==> src/rtl/nibbler_sequencer.sv <==
// nibbler_sequencer: instruction sequencer for the Nibbler 4-bit CPU.
// Owns the program counter, instruction/operand registers and carry/zero flags,
// fetches instruction bytes from program ROM and drives the control strobes of
// the accumulator, ALU, data memory and output port.
//
// Ports:
//   clk        system clock, rising edge
//   reset      asynchronous active-high reset
//   run        fetch enable, sampled in FETCH
//   rom_data   program ROM byte at address pc (combinational)
//   alu_carry  ALU carry-out for the current operation
//   alu_zero   ALU result-is-zero for the current operation
//   pc         program counter / ROM address
//   data_addr  data memory address {ir[3:0], opnd}
//   imm        immediate field ir[3:0]
//   a_load     accumulator load enable
//   alu_op     ALU function (00 pass B, 01 A+B, 10 NAND, 11 pass A)
//   b_sel      ALU B source (00 imm, 01 data memory, 10 input port)
//   mem_we     data memory write strobe
//   out_load   output port load strobe
//   carry_flag registered carry flag
//   zero_flag  registered zero flag
//   halted     high while in HALT
module nibbler_sequencer #(
  parameter logic [11:0] PC_RESET = 12'h000
) (
  input  logic        clk,
  input  logic        reset,
  input  logic        run,
  input  logic [7:0]  rom_data,
  input  logic        alu_carry,
  input  logic        alu_zero,
  output logic [11:0] pc,
  output logic [11:0] data_addr,
  output logic [3:0]  imm,
  output logic        a_load,
  output logic [1:0]  alu_op,
  output logic [1:0]  b_sel,
  output logic        mem_we,
  output logic        out_load,
  output logic        carry_flag,
  output logic        zero_flag,
  output logic        halted
);

  typedef enum logic [1:0] {StFetch, StFetchOp, StExec, StHalt} state_e;

  state_e      state_q, state_d;
  logic [11:0] pc_q, pc_d;
  logic [7:0]  ir_q, ir_d;
  logic [7:0]  opnd_q, opnd_d;
  logic        carry_q, carry_d;
  logic        zero_q, zero_d;
  logic        jump;

  // Opcodes 4..E carry an operand byte.
  function automatic logic is_two_byte(input logic [3:0] op);
    return (op >= 4'h4) && (op != 4'hF);
  endfunction

  always_ff @(posedge clk or posedge reset) begin
    if (reset) begin
      state_q <= StFetch;
      pc_q    <= PC_RESET;
      ir_q    <= 8'h00;
      opnd_q  <= 8'h00;
      carry_q <= 1'b0;
      zero_q  <= 1'b0;
    end else begin
      state_q <= state_d;
      pc_q    <= pc_d;
      ir_q    <= ir_d;
      opnd_q  <= opnd_d;
      carry_q <= carry_d;
      zero_q  <= zero_d;
    end
  end

  // Strobes depend only on state_q and ir_q, so they never glitch with rom_data.
  always_comb begin
    state_d  = state_q;
    pc_d     = pc_q;
    ir_d     = ir_q;
    opnd_d   = opnd_q;
    carry_d  = carry_q;
    zero_d   = zero_q;
    a_load   = 1'b0;
    alu_op   = 2'b00;
    b_sel    = 2'b00;
    mem_we   = 1'b0;
    out_load = 1'b0;
    jump     = 1'b0;

    case (state_q)
      StFetch: begin
        if (run) begin
          ir_d    = rom_data;
          pc_d    = pc_q + 12'd1;
          state_d = is_two_byte(rom_data[7:4]) ? StFetchOp : StExec;
        end
      end
      StFetchOp: begin
        opnd_d  = rom_data;
        pc_d    = pc_q + 12'd1;
        state_d = StExec;
      end
      StExec: begin
        state_d = StFetch;
        case (ir_q[7:4])
          4'h1: a_load = 1'b1;
          4'h2: begin a_load = 1'b1; alu_op = 2'b01; end
          4'h3: begin a_load = 1'b1; alu_op = 2'b10; end
          4'h4: begin a_load = 1'b1; alu_op = 2'b01; b_sel = 2'b01; end
          4'h5: begin a_load = 1'b1; alu_op = 2'b10; b_sel = 2'b01; end
          4'h6: begin a_load = 1'b1; b_sel = 2'b01; end
          4'h7: mem_we = 1'b1;
          4'h8: out_load = 1'b1;
          4'h9: begin a_load = 1'b1; b_sel = 2'b10; end
          4'hA: jump = 1'b1;
          4'hB: jump = carry_q;
          4'hC: jump = ~carry_q;
          4'hD: jump = zero_q;
          4'hE: jump = ~zero_q;
          4'hF: state_d = StHalt;
          default: ;
        endcase
        // Untaken jumps leave pc pointing at the next instruction.
        if (jump) pc_d = {ir_q[3:0], opnd_q};
        if (a_load) begin
          carry_d = alu_carry;
          zero_d  = alu_zero;
        end
      end
      StHalt: ;
      default: state_d = StFetch;
    endcase
  end

  assign pc         = pc_q;
  assign data_addr  = {ir_q[3:0], opnd_q};
  assign imm        = ir_q[3:0];
  assign carry_flag = carry_q;
  assign zero_flag  = zero_q;
  assign halted     = (state_q == StHalt);

endmodule

==> config.mk <==
export PLATFORM = sky130hd
export DESIGN_NAME = nibbler_sequencer
export DESIGN_NICKNAME = d
export VERILOG_FILES = /design/src/rtl/nibbler_sequencer.sv
export SDC_FILE = /design/constraint.sdc
export NUM_CORES = 1
export LEC_CHECK = 0
export ABC_AREA = 1
export CAP_MARGIN = 20
export CORE_MARGIN = 3
export CORE_UTILIZATION = 53
export DETAILED_ROUTE_END_ITERATION = 7
export PLACE_DENSITY = 0.87
export SKIP_CTS_REPAIR_TIMING = 1
export SYNTH_ARGS = -nofsm -noshare
export SYNTH_HDL_FRONTEND = slang
export SYNTH_SLANG_ARGS = --single-unit
==> constraint.sdc <==
create_clock -name clk -period 2.35 [get_ports clk]
set_input_delay 0.5875 -clock clk [delete_from_list [all_inputs] [get_ports clk]]
set_output_delay 0.5875 -clock clk [all_outputs]
set_load 0.05 [all_outputs]
Word-level counts from Yosys, hierarchy flattened
Cells that the tools add are included.
W data, S select, Z words.
{ "totals": {"register_bits": 32, "latch_bits": 0, "ramBits": 0, "romBits": 0, "word_cells": 62, "memories": 0} }
{ "classes": {"n_addsub": 1, "n_mul": 0, "div": 0, "magnitude_cmp": 1, "eq_ne": 21, "shift": 0, "mux": 20, "bitwise_logic": 2, "n_reduce_logical": 11} }
{ "ops": {"columns": ["operator", "count"], "rows": [
  ["$pmux W12 S3", 1],
  ["$eq A4 B4 Y1 const B", 8],
  ["$mux W12", 2],
  ["$eq A4 B3 Y1 const B", 4],
  ["$add A12 B1 Y12 const B", 1],
  ["$mux W2", 5],
  ["$eq A4 B2 Y1 const B", 2],
  ["$mux W1", 8],
  ["$pmux W2 S2", 2],
  ["$reduce_or A7 Y1", 1],
  ["$pmux W2 S3", 1],
  ["$reduce_and A2 Y1", 3],
  ["$pmux W1 S5", 1],
  ["$eq A2 B2 Y1 const B", 2],
  ["$eq A4 B1 Y1 const B", 1],
  ["$ge A4 B3 Y1 const B", 1],
  ["$ne A2 B2 Y1 const B", 2],
  ["$ne A4 B4 Y1 const B", 1],
  ["$reduce_or A2 Y1", 2],
  ["$reduce_and A3 Y1", 1],
  ["$reduce_bool A3 Y1", 1],
  ["$reduce_or A3 Y1", 1],
  ["$eq A2 B1 Y1 const B", 1],
  ["$logic_not A2 Y1", 1],
  ["other kinds (2)", 3]
]} }

Longest topological paths before layout
{ "logic_depth": {"depth_word": 5, "ltp_mapped": 10, "depth_no_buf": 10} }

Worst setup path before layout
OpenSTA, ideal clock, no wires.
{ "synth_timing": {"path_kind": "register -> output", "from": "register state_q[0]", "to": "output port b_sel[0]", "t_arrival_ns": 2.103, "slack_ns": -0.341, "path_stages_with_launch": 7, "n_path_buf": 2, "cell_sequence": "dfrtp_1 > inv_1 > ha_1 > buf_4 > inv_2 > buf_2 > nor3_1"} }
{ "synth_via": {"elab_chain_cells": 2} }
{ "synth_rtl": {"columns": ["element", "line", "rtl"], "rows": [
  ["start, declared", "48", "state_e state_q, state_d;"],
  ["start signal, assigned", "63", "state_q <= StFetch;"],
  ["start signal, assigned", "70", "state_q <= state_d;"],
  ["$eq A2 B2 Y1", "94", "case (state_q)"],
  ["$mux W2", "94", null],
  ["end, declared", "38", "output logic [1:0] b_sel,"]
]} }
No other way between the ends.

Worst setup path after layout
{ "layout_timing": {"from": "register state_q[0]", "to": "output port out_load"} }
{ "layout_via": {"elab_chain_cells": 2} }
{ "layout_rtl": {"columns": ["element", "line", "rtl"], "rows": [
  ["$eq A2 B2 Y1", "94", null],
  ["$mux W1", "94", null],
  ["end, declared", "40", "output logic out_load,"]
]} }
No other way between the ends.

==> key figures <==
Timing
  • Final hold violation count: 0
  • Max Clock Skew: 0.006037 ns
  • Setup violations, final: 0
  • RSZ-0062 raised after global routing: false
  • Max frequency: 445.4 MHz
  • Tcrit/Tclk final: 95.53%
  • WHS: 0.5242 ns
  • Post-route minimum period: 2.245 ns
  • Max-slew headroom: 65.87%
  • Worst-Margin Slew: 0.5103 ns
  • Slew Limit Fails: 0

Synth
  • Asr flop ratio synth: 100.0%
  • Top-count cell post-synth: nand2_1
  • Top cells by count, synth: 83 x nand2_1, 32 x dfrtp_1, 28 x inv_1, 19 x nor2_1, 19 x o21ai_0
  • Syn_nets: 289
  • Netlist Area Pre-Place: 0.002006 mm2
  • Top FF cell, synth: dfrtp_1
  • Cells after synthesis: 270
  • Synth warnings: 0
  • Sequential share of the synthesized area: 39.93%
  • Unique masters post-synth: 28
  • #FFs+latches synth: 32
  • Area contributors post-synth: dfrtp_1 40%, nand2_1 16%, inv_1 5.2%
  • Yosys top cell by area: dfrtp_1
  • Syn_area_per_cell: 7.428 um2
  • Yosys top cell area share: 39.93%
  • EDFF count, synth: 0

Worst setup path
  • Crit-path max cell delay: 0.43 ns
  • Critical path launch point type: flip-flop
  • CP Class: flip-flop to output port
  • Highest net fanout along the worst path: 10
  • Worst Setup End Kind: output port
  • Critical Path AT: 1.66 ns
  • Buf+Inv Stages, Crit Path: 3
  • CP top delay family: flip-flops
  • Required @ worst endpoint: 1.76 ns
  • Slowest-stage cell, CP: dfrtp_1
  • Critical path, cell by cell: inv_1 -> ha_1 -> inv_2 -> nor3_1 -> buf_12

Global route
  • Grt total ovfl: 0
  • Pin count of the biggest net entering global routing: 33
  • Total GRT Usage: 22.01%
  • Number of global-route vias before repair: 1697
  • First-pass GRT wire length: 7.541 mm
  • Initial antenna violation count: 0

CTS
  • Clk pin slew, worst setup/hold paths: 0.06 ns
  • CTS tree: done
  • CTS Buf Count: 5
  • Sink Count: 32
  • Max clock buf depth: 2
  • Clock network latency to the later pin of the worst-skew pair: 0.29 ns
  • CTS root buffer: clkbuf_8
  • H-tree lvl count: 2

Floorplan
  • Die area: 0.004558 mm2
  • Number of I/O pins: 51
  • Die X: 67.52 um
  • Core Footprint: 0.003495 mm2
  • # rows: 21
  • Initial core utilization: 57.39%
  • Die height: 67.52 um

Flow run
  • Max-Cap Viols: 0

Detailed routing
  • DRT Pass-1 Iters: 4
  • DRT antenna net count: 0
  • Wirelength per Cell: 12.58 um
  • Via Count: 1840
  • DRC: 0
  • Initial DRC Count: 112
  • Vias/cell: 5.069
  • WL final: 4.566 mm

Final layout
  • Fillers: 268
  • Seq. cell area: 800.8 um2
  • Layout cells sized above 1: 15.14%
  • N_diodes: 0
  • Multi-input gate area: 973.4 um2
  • Util after Layout: 75.55%
  • P&R area growth vs syn: 31.63%
  • # nets final: 335

Place
  • IO Port Bufs: 50
  • GPL Wtd Cong: 0.8274
  • Dpl hpwl: 3.449 mm

Min path
  • Worst hold path type: flip-flop to flip-flop

Outcome
  • Outcome: finished, final reports clean
[state kept, by name, summed over array words and instances (netlist names)]
signal	count
ir_q	8
pc	12
zero_flag	1
state_q	2
carry_flag	1
opnd_q	8
[per-layer routing]
layer / track usage [%] / wire (um)
met3: 5.990 / 216
met1: 26.95 / 1967
met5: 0 / 0
met4: 6.835 / 59
met2: 37.42 / 2322
[layout by cell type (no fill, tap or decap)]
cell and instances:
nor3_1 6, or2_2 1, inv_1 28, nand2_1 83, mux2_2 3, a21oi_2 1, inv_2 6, clkdlybuf4s50_1 42
nor2_1 19, nand3_2 2, dfrtp_1 32, o22ai_1 1, o211ai_1 1, a21oi_1 6, nand3_1 17, ha_1 6
o21ai_0 19, buf_12 7, nor2_2 2, xor2_1 3, a31oi_4 1, buf_4 4, nand2_2 11, nand2_4 1
clkbuf_8 6, nand3b_1 1, o21ai_2 3, nand4_1 3, clkbuf_1 2
[layout make-up]
| cell class | count | share of cell area, % |
|---|---|---|
| multi-input combinational | 190 | 36.87 |
| sequential | 32 | 30.33 |
| clock buffer | 8 | 3.412 |
| tap | 46 | 2.180 |
| timing repair buffer | 53 | 22.37 |
| inverter | 34 | 4.834 |
[worst paths after layout]
| check | start | end | slack [ns] | cells after the start |
|---|---|---|---|---|
| setup / recovery | state_q[0]$_DFFE_PP0P_ | out_load | 0.11 | 5 |
| min in group asynchronous | reset | carry_flag$_DFFE_PP0P_ | 0.69 | 3 |
| max in group asynchronous | reset | opnd_q[2]$_DFFE_PP0N_ | 1.37 | 3 |
| setup reg to reg | state_q[1]$_DFFE_PP0P_ | pc[11]$_DFFE_PP0P_ | 0.47 | 8 |
| hold reg to reg | opnd_q[0]$_DFFE_PP0N_ | opnd_q[0]$_DFFE_PP0N_ | 0.52 | 2 |
| hold / removal | opnd_q[0]$_DFFE_PP0N_ | opnd_q[0]$_DFFE_PP0N_ | 0.52 | 2 |
[metrics by stage]
step	instance area, um2	instances	setup slack [ns]	setup TNS [ns]
after floorplan	2006	270	-0.3407	-1.373
after global placement	2550	355	0.4389	0
after detailed placement	2550	355	0.3963	0
after CTS	2640	363	0.09355	0
after global routing	2640	363	0.0006823	0
final	2640	363	0.1051	0
[worst register-to-register path, stage by stage (launching register included)]
cell and delay [ns]:
dfrtp_1 0.41, inv_1 0.11, ha_1 0.37, inv_1 0.23, a31oi_4 0.20, nand2_4 0.19, inv_2 0.18, nand2_1 0.08
nand2_1 0.06
[cell families after synthesis]
family                   after synthesis  share of synthesized area [%]
AND/OR/NAND/NOR                      146                          32.07
multiplexers                           3                          1.684
buffers and inverters                 48                          11.54
flip-flops                            32                          39.93
AO/OA/AOI/OAI                         32                          9.732
XOR/XNOR                               3                          1.310
adder cells (fa/ha/maj)                6                          3.743
Power is left out: the tool's default activity adds up to more than one toggle a clock period on the data nets, which glitch-free logic cannot reach.
